**config.mk**
```make
export PLATFORM = sky130hd
export DESIGN_NAME = mul_arbiter_flat
export DESIGN_NICKNAME = d
export VERILOG_FILES = /design/src/rtl/mul_arbiter_if.sv /design/src/rtl/mul_arbiter.sv /design/src/flat_wrapper.sv
export SDC_FILE = /design/constraint.sdc
export NUM_CORES = 2
export LEC_CHECK = 0
export ABC_AREA = 1
export CAP_MARGIN = 20
export CORE_MARGIN = 8
export CORE_UTILIZATION = 45
export DETAILED_ROUTE_END_ITERATION = 16
export SYNTH_ARGS = -nofsm -noshare
export SYNTH_HDL_FRONTEND = slang
export SYNTH_SLANG_ARGS = --single-unit
```
**constraint.sdc**
```tcl
create_clock -name clock -period 11.8 [get_ports clock]
set_input_delay 3.54 -clock clock [delete_from_list [all_inputs] [get_ports clock]]
set_output_delay 3.54 -clock clock [all_outputs]
set_load 0.005 [all_outputs]
```
**src/rtl/mul_arbiter_if.sv**
```systemverilog
// ---------------------------------------------------------------------------
// mul_arbiter_if
//   Bundle of requester-side handshake and response signals for mul_arbiter.
//
//   req        : per-requester "operation valid" (NREQ bits)
//   a_in/b_in  : operand lanes, lane i at [i*DWIDTH +: DWIDTH]
//   func_in    : 3-bit function code per lane, lane i at [i*3 +: 3]
//   ack        : one-hot (or zero) acceptance, combinational from req
//   resp_valid : one-hot (or zero) owner tag for resp_data
//   resp_data  : registered multiply result
//   busy       : any pipeline stage occupied
//
//   master : requester side (drives req/operands, observes ack/response)
//   slave  : arbiter side
// ---------------------------------------------------------------------------
interface mul_arbiter_if #(
    parameter int NREQ   = 4,
    parameter int DWIDTH = 32
);
    logic [NREQ-1:0]        req;
    logic [NREQ*DWIDTH-1:0] a_in;
    logic [NREQ*DWIDTH-1:0] b_in;
    logic [NREQ*3-1:0]      func_in;
    logic [NREQ-1:0]        ack;
    logic [NREQ-1:0]        resp_valid;
    logic [DWIDTH-1:0]      resp_data;
    logic                   busy;

    modport master (
        output req, a_in, b_in, func_in,
        input  ack, resp_valid, resp_data, busy
    );

    modport slave (
        input  req, a_in, b_in, func_in,
        output ack, resp_valid, resp_data, busy
    );
endinterface

```
**src/rtl/mul_arbiter.sv**
```systemverilog
// ---------------------------------------------------------------------------
// mul_arbiter
//   Shares one fixed-point multiply unit between NREQ requesters. A
//   combinational round-robin arbiter picks one request per cycle; the
//   winner's operands are registered (stage 1), multiplied combinationally,
//   and the result registered (stage 2) with a one-hot owner tag.
//   Latency ack -> resp_valid is 2 cycles, throughput one op per cycle.
//
//   Ports:
//     clock : rising-edge clock
//     reset : asynchronous, active-high
//     bus   : mul_arbiter_if.slave (req/a_in/b_in/func_in in,
//             ack/resp_valid/resp_data/busy out)
//
//   Function codes: 000 MUL (low word), 001 MULH (Q3.29, product[60:29]),
//   010 MULHSU (high word, A signed x B unsigned), 011 MULHU (high word,
//   unsigned x unsigned), 100..111 yield 0. Only DWIDTH = 32 is supported.
// ---------------------------------------------------------------------------
module mul_arbiter #(
    parameter int NREQ   = 4,
    parameter int DWIDTH = 32
) (
    input  logic          clock,
    input  logic          reset,
    mul_arbiter_if.slave  bus
);

    localparam int PTR_W = $clog2(NREQ);

    localparam logic [2:0] F_MUL    = 3'b000;
    localparam logic [2:0] F_MULH   = 3'b001;
    localparam logic [2:0] F_MULHSU = 3'b010;
    localparam logic [2:0] F_MULHU  = 3'b011;

    // Multiply unit in fixed-point mode. Operands are extended by one bit
    // with per-function signedness, then widened to 2*DWIDTH; the low
    // 2*DWIDTH bits of that product are exact for every function.
    function automatic logic [DWIDTH-1:0] f_muldiv(
        input logic [2:0]        func,
        input logic [DWIDTH-1:0] a,
        input logic [DWIDTH-1:0] b,
        input logic              en
    );
        logic signed [DWIDTH:0]     ea;
        logic signed [DWIDTH:0]     eb;
        logic signed [2*DWIDTH-1:0] prod;
        logic [DWIDTH-1:0]          res;
        ea   = (func == F_MULHU) ? {1'b0, a} : {a[DWIDTH-1], a};
        eb   = ((func == F_MULHSU) || (func == F_MULHU)) ? {1'b0, b} : {b[DWIDTH-1], b};
        prod = $signed({{(DWIDTH-1){ea[DWIDTH]}}, ea}) *
               $signed({{(DWIDTH-1){eb[DWIDTH]}}, eb});
        case (func)
            F_MUL:             res = prod[DWIDTH-1:0];
            // Q3.29: drop 29 fraction bits, no rounding, no saturation.
            F_MULH:            res = prod[2*DWIDTH-4 -: DWIDTH];
            F_MULHSU, F_MULHU: res = prod[2*DWIDTH-1 -: DWIDTH];
            default:           res = '0;
        endcase
        return en ? res : '0;
    endfunction

    // Control state
    logic [PTR_W-1:0]  r_rr_ptr;
    logic              r_vld_p1;
    logic [PTR_W-1:0]  r_idx_p1;
    logic [NREQ-1:0]   r_vld_p2;

    // Data state
    logic [DWIDTH-1:0] r_a_p1;
    logic [DWIDTH-1:0] r_b_p1;
    logic [2:0]        r_func_p1;
    logic [DWIDTH-1:0] r_data_p2;

    // Arbiter outputs
    logic              w_gnt_any;
    logic [PTR_W-1:0]  w_gnt_idx;
    logic [NREQ-1:0]   w_grant;
    logic [PTR_W-1:0]  w_ptr_nxt;
    logic [DWIDTH-1:0] w_a_p0;
    logic [DWIDTH-1:0] w_b_p0;
    logic [2:0]        w_func_p0;
    logic [DWIDTH-1:0] w_mul_res;

    // ---- p0: round-robin arbitration and operand select ----
    // Scan starts at r_rr_ptr and wraps; only req and the pointer feed ack,
    // so there is no operand-to-ack path.
    always_comb begin
        w_gnt_any = 1'b0;
        w_gnt_idx = '0;
        for (int k = 0; k < NREQ; k++) begin
            if (!w_gnt_any && bus.req[(int'(r_rr_ptr) + k) % NREQ]) begin
                w_gnt_any = 1'b1;
                w_gnt_idx = PTR_W'((int'(r_rr_ptr) + k) % NREQ);
            end
        end
        // No acceptance while reset is held.
        if (reset) begin
            w_gnt_any = 1'b0;
        end
        w_grant = w_gnt_any ? (NREQ'(1) << w_gnt_idx) : '0;
    end

    assign w_ptr_nxt = PTR_W'((int'(w_gnt_idx) + 1) % NREQ);
    assign w_a_p0    = bus.a_in[w_gnt_idx*DWIDTH +: DWIDTH];
    assign w_b_p0    = bus.b_in[w_gnt_idx*DWIDTH +: DWIDTH];
    assign w_func_p0 = bus.func_in[w_gnt_idx*3 +: 3];

    // ---- p1: issue register ----
    always_ff @(posedge clock or posedge reset) begin
        if (reset) begin
            r_rr_ptr  <= '0;
            r_vld_p1  <= 1'b0;
            r_idx_p1  <= '0;
            r_a_p1    <= '0;
            r_b_p1    <= '0;
            r_func_p1 <= '0;
        end else begin
            r_vld_p1 <= w_gnt_any;
            if (w_gnt_any) begin
                r_rr_ptr  <= w_ptr_nxt;
                r_idx_p1  <= w_gnt_idx;
                r_a_p1    <= w_a_p0;
                r_b_p1    <= w_b_p0;
                r_func_p1 <= w_func_p0;
            end
        end
    end

    assign w_mul_res = f_muldiv(r_func_p1, r_a_p1, r_b_p1, r_vld_p1);

    // ---- p2: result register ----
    // resp_data only updates on a valid op; idle cycles keep the old value.
    always_ff @(posedge clock or posedge reset) begin
        if (reset) begin
            r_vld_p2  <= '0;
            r_data_p2 <= '0;
        end else begin
            r_vld_p2 <= r_vld_p1 ? (NREQ'(1) << r_idx_p1) : '0;
            if (r_vld_p1) begin
                r_data_p2 <= w_mul_res;
            end
        end
    end

    assign bus.ack        = w_grant;
    assign bus.resp_valid = r_vld_p2;
    assign bus.resp_data  = r_data_p2;
    assign bus.busy       = r_vld_p1 | (|r_vld_p2);

endmodule

```
**src/flat_wrapper.sv**
```systemverilog
// flat-port wrapper written by rule: the top's interface ports become plain ports
module mul_arbiter_flat 
#(
    parameter int NREQ   = 4,
    parameter int DWIDTH = 32
)
  (clock, reset, bus_req, bus_a_in, bus_b_in, bus_func_in, bus_ack, bus_resp_valid, bus_resp_data, bus_busy);
  mul_arbiter_if #(.NREQ(NREQ), .DWIDTH(DWIDTH)) bus_i ();
  input  logic clock;
  input  logic reset;
  input wire logic [$bits(bus_i.req)-1:0] bus_req;
  input wire logic [$bits(bus_i.a_in)-1:0] bus_a_in;
  input wire logic [$bits(bus_i.b_in)-1:0] bus_b_in;
  input wire logic [$bits(bus_i.func_in)-1:0] bus_func_in;
  output wire logic [$bits(bus_i.ack)-1:0] bus_ack;
  output wire logic [$bits(bus_i.resp_valid)-1:0] bus_resp_valid;
  output wire logic [$bits(bus_i.resp_data)-1:0] bus_resp_data;
  output wire logic [$bits(bus_i.busy)-1:0] bus_busy;
  assign bus_i.req = bus_req;
  assign bus_i.a_in = bus_a_in;
  assign bus_i.b_in = bus_b_in;
  assign bus_i.func_in = bus_func_in;
  assign bus_ack = bus_i.ack;
  assign bus_resp_valid = bus_i.resp_valid;
  assign bus_resp_data = bus_i.resp_data;
  assign bus_busy = bus_i.busy;
  mul_arbiter #(.NREQ(NREQ), .DWIDTH(DWIDTH)) u_core (.clock(clock), .reset(reset), .bus(bus_i));
endmodule
```
==> impl_metrics.yaml <==
timing:
  maxSlewViolCount: 0
  max-slew-margin-rel: 0.207
  timing.hold.ws_ns: 0.463
  clock_skew_ns: 0.0286
  max_freq_mhz: 100
  tns_ns: 0
  final_hold_viol_count: 0
  post-route-period-util: 0.848
  worstMarginPinSlew_ns: 1.19
  rsz0062_at_grt: "no"
  post-route-min-period_ns: 10.00
  setup_viol: 0
detailed_routing:
  vias_per_cell: 5.08
  drc_errors: 0
  vias: 38266
  antenna_left: 0
  wl_per_cell_um: 19.6
  drtIter0Drc: 2277
  wl_mm: 147
  drtPass1Iterations: 7
global_routing:
  grt_pass1_vias: 41365
  met3_usage: 0.0234
  grt_overflow: 0
  use_met1: 0.333
  grt_max_degree: 118
  grt.total_usage: 0.263
  grt_busiest_layer: "met2"
  grt_pass1_wl_mm: 238
  grtUsageMet2: 0.475
  antenna_found_initial: 4
critical_path:
  crit_path_end_kind: "output port"
  path_class: "in -> out"
  r2r_cells: 33
  startpoint_type: "input port"
  cp.required_ns: 8.26
  cp.arrival_ns: 6.46
  critPathMaxFanout: 62
layout:
  fillers: 10210
  fin_nets: 7760
  seq_area_um2: 2710
  synthToLayoutAreaGrowth_pct: 9.54
  drive_above_1_share: 0.0226
  final_common_cell: "nand2_1"
  layout_common_cells: "1,713 x nand2_1, 1,634 x inv_1, 1,125 x fa_1, 314 x clkdlybuf4s50_1, 250 x nor2_1"
  multi_input_area_um2: 36700
yosys:
  synth_fp_nets: 7691
  synth_edf_count: 0
  synth-main-ff-cell: "dfrtp_1"
  synthCells: 6076
  ys_seq_area_frac: 0.0576
  syn-cell-area_um2: 46900
  syn_area_per_cell_um2: 7.72
  synth_seq_cells: 108
  async_flop_share: 1.00
  yosysWarnings: 0
  synth_cell_types: 36
die:
  die_x_um: 339
  placementRows: 118
  core_area_um2: 103000
  die_h_um: 339
  io_pins: 315
  die_area_um2: 115000
  start_util: 0.453
clock_network:
  clk_latency_ns: 0.41
  clockRootBuffer: "clkbuf_16"
  cts_setup_buffers: 0
  cts_made_buffers: 9
  cts_tree: "done"
  path_clk_slew_ns: 0.08
  cts_resized: 0
  cts_max_path_buffers: 2
  hold_buffers: 0
  numClockSinks: 108
  htreeDepth: 3
status:
  status: "finished clean"
placement:
  finalWeightedCongestion: 0.990
  numPortBuffers: 314
  dp_hpwl_mm: 122
worst_hold_path:
  min_delay_path_depth: 1
  worstHoldPathType: "reg -> reg"
run:
  cap_violations: 0
-- per-layer routing --
metal	vias to the layer above	part of all wire
met5	-	0.000088
met4	2	0.033
met3	248	0.053
met2	1189	0.51
met1	19468	0.40
li1	17359	-
-- worst max-delay path, cell delays in order --
cell             delay, ns
clkdlybuf4s50_1       0.45
inv_1                 0.05
o21ai_1               0.23
nand2_1               0.10
nand2_2               0.11
nor2_1                0.05
nand2_1               0.10
nand3_1               0.08
o21ai_1               0.08
nand2_1               0.08
nand2_2               0.14
buf_4                 0.55
ha_1                  0.26
inv_1                 0.04
nor2_1                0.09
clkdlybuf4s50_1       0.51
-- layout make-up --
class	instances	share of cell area
Sequential cell	108	0.0528
Inverter	1640	0.120
Multi-Input combinational cell	3997	0.715
Clock inverter	7	0.00200
Tap cell	1380	0.0336
Antenna cell	3	0.000146
Timing Repair Buffer	389	0.0725
Clock buffer	9	0.00438
-- cell usage after synthesis, types with 2 or more instances --
library cell | number | share of area
a21boi_0 | 10 | 0.0016
a21oi_1 | 74 | 0.0079
buf_1 | 8 | 0.00064
buf_2 | 25 | 0.0027
buf_4 | 8 | 0.0013
buf_6 | 5 | 0.0012
clkbuf_1 | 285 | 0.023
dfrtp_1 | 108 | 0.058
fa_1 | 1125 | 0.48
ha_1 | 216 | 0.058
inv_1 | 1635 | 0.13
inv_2 | 4 | 0.00032
nand2_1 | 1714 | 0.14
nand2_2 | 4 | 0.00053
nand3_1 | 210 | 0.022
nand3b_1 | 19 | 0.0030
nand4_1 | 18 | 0.0024
nor2_1 | 250 | 0.020
nor2_4 | 2 | 0.00048
nor3_1 | 19 | 0.0020
nor4_1 | 2 | 0.00027
o211ai_1 | 108 | 0.017
o21ai_0 | 76 | 0.0081
o21ai_1 | 3 | 0.00032
o21bai_1 | 15 | 0.0024
or2_0 | 27 | 0.0036
or2_1 | 68 | 0.0091
or2_2 | 25 | 0.0033
xnor2_1 | 4 | 0.00075
xor2_1 | 3 | 0.00056
-- cells by family (layout without fill, tap and decap cells) --
kind of cell             Yosys count  in the layout  share of synthesized area
other                              0              3                          0
AO/OA/AOI/OAI                    288            288                     0.0379
XOR/XNOR                           8              8                    0.00165
adder cells (fa/ha/maj)         1341           1341                      0.538
AND/OR/NAND/NOR                 2360           2360                      0.205
flip-flops                       108            108                     0.0576
buffers and inverters           1971           2045                      0.160
-- metrics by stage --
stage,instance area [um^2],utilization,std cells,setup slack [ns]
after floorplan,46900,-,6076,1.40
after global placement,51000,0.493,7513,1.75
after detailed placement,51000,0.493,7513,1.81
after CTS,51300,0.496,7529,1.81
after global routing,51400,0.496,7532,1.56
final,51400,0.496,7533,1.80
-- state kept, by name, summed over array words and instances (netlist names) --
register,flops
u_core.bus.resp_data,32
u_core.r_a_p1,32
u_core.r_b_p1,32
u_core.bus.resp_valid,4
u_core.r_func_p1,3
u_core.r_idx_p1,2
u_core.r_rr_ptr,2
u_core.r_vld_p1,1
-- path summary, 6_finish.rpt --
kind / startpoint / slack [ns] / to
setup reg to reg: u_core.r_func_p1[2]$_DFFE_PP0P_ / 2.76 / u_core.bus.resp_data[24]$_DFFE_PP0P_
hold reg to reg: u_core.r_idx_p1[0]$_DFFE_PP0P_ / 0.46 / u_core.bus.resp_valid[2]$_DFF_PP0_
hold / removal: u_core.r_idx_p1[0]$_DFFE_PP0P_ / 0.46 / u_core.bus.resp_valid[2]$_DFF_PP0_
min in group asynchronous: reset / 3.57 / u_core.r_b_p1[23]$_DFFE_PP0P_
max in group asynchronous: reset / 6.83 / u_core.bus.resp_data[17]$_DFFE_PP0P_
setup / recovery: bus_req[0] / 1.80 / bus_ack[0]
Power is not shown: default switching activity piles up to over one toggle a cycle in this logic, so the estimate is an artifact.
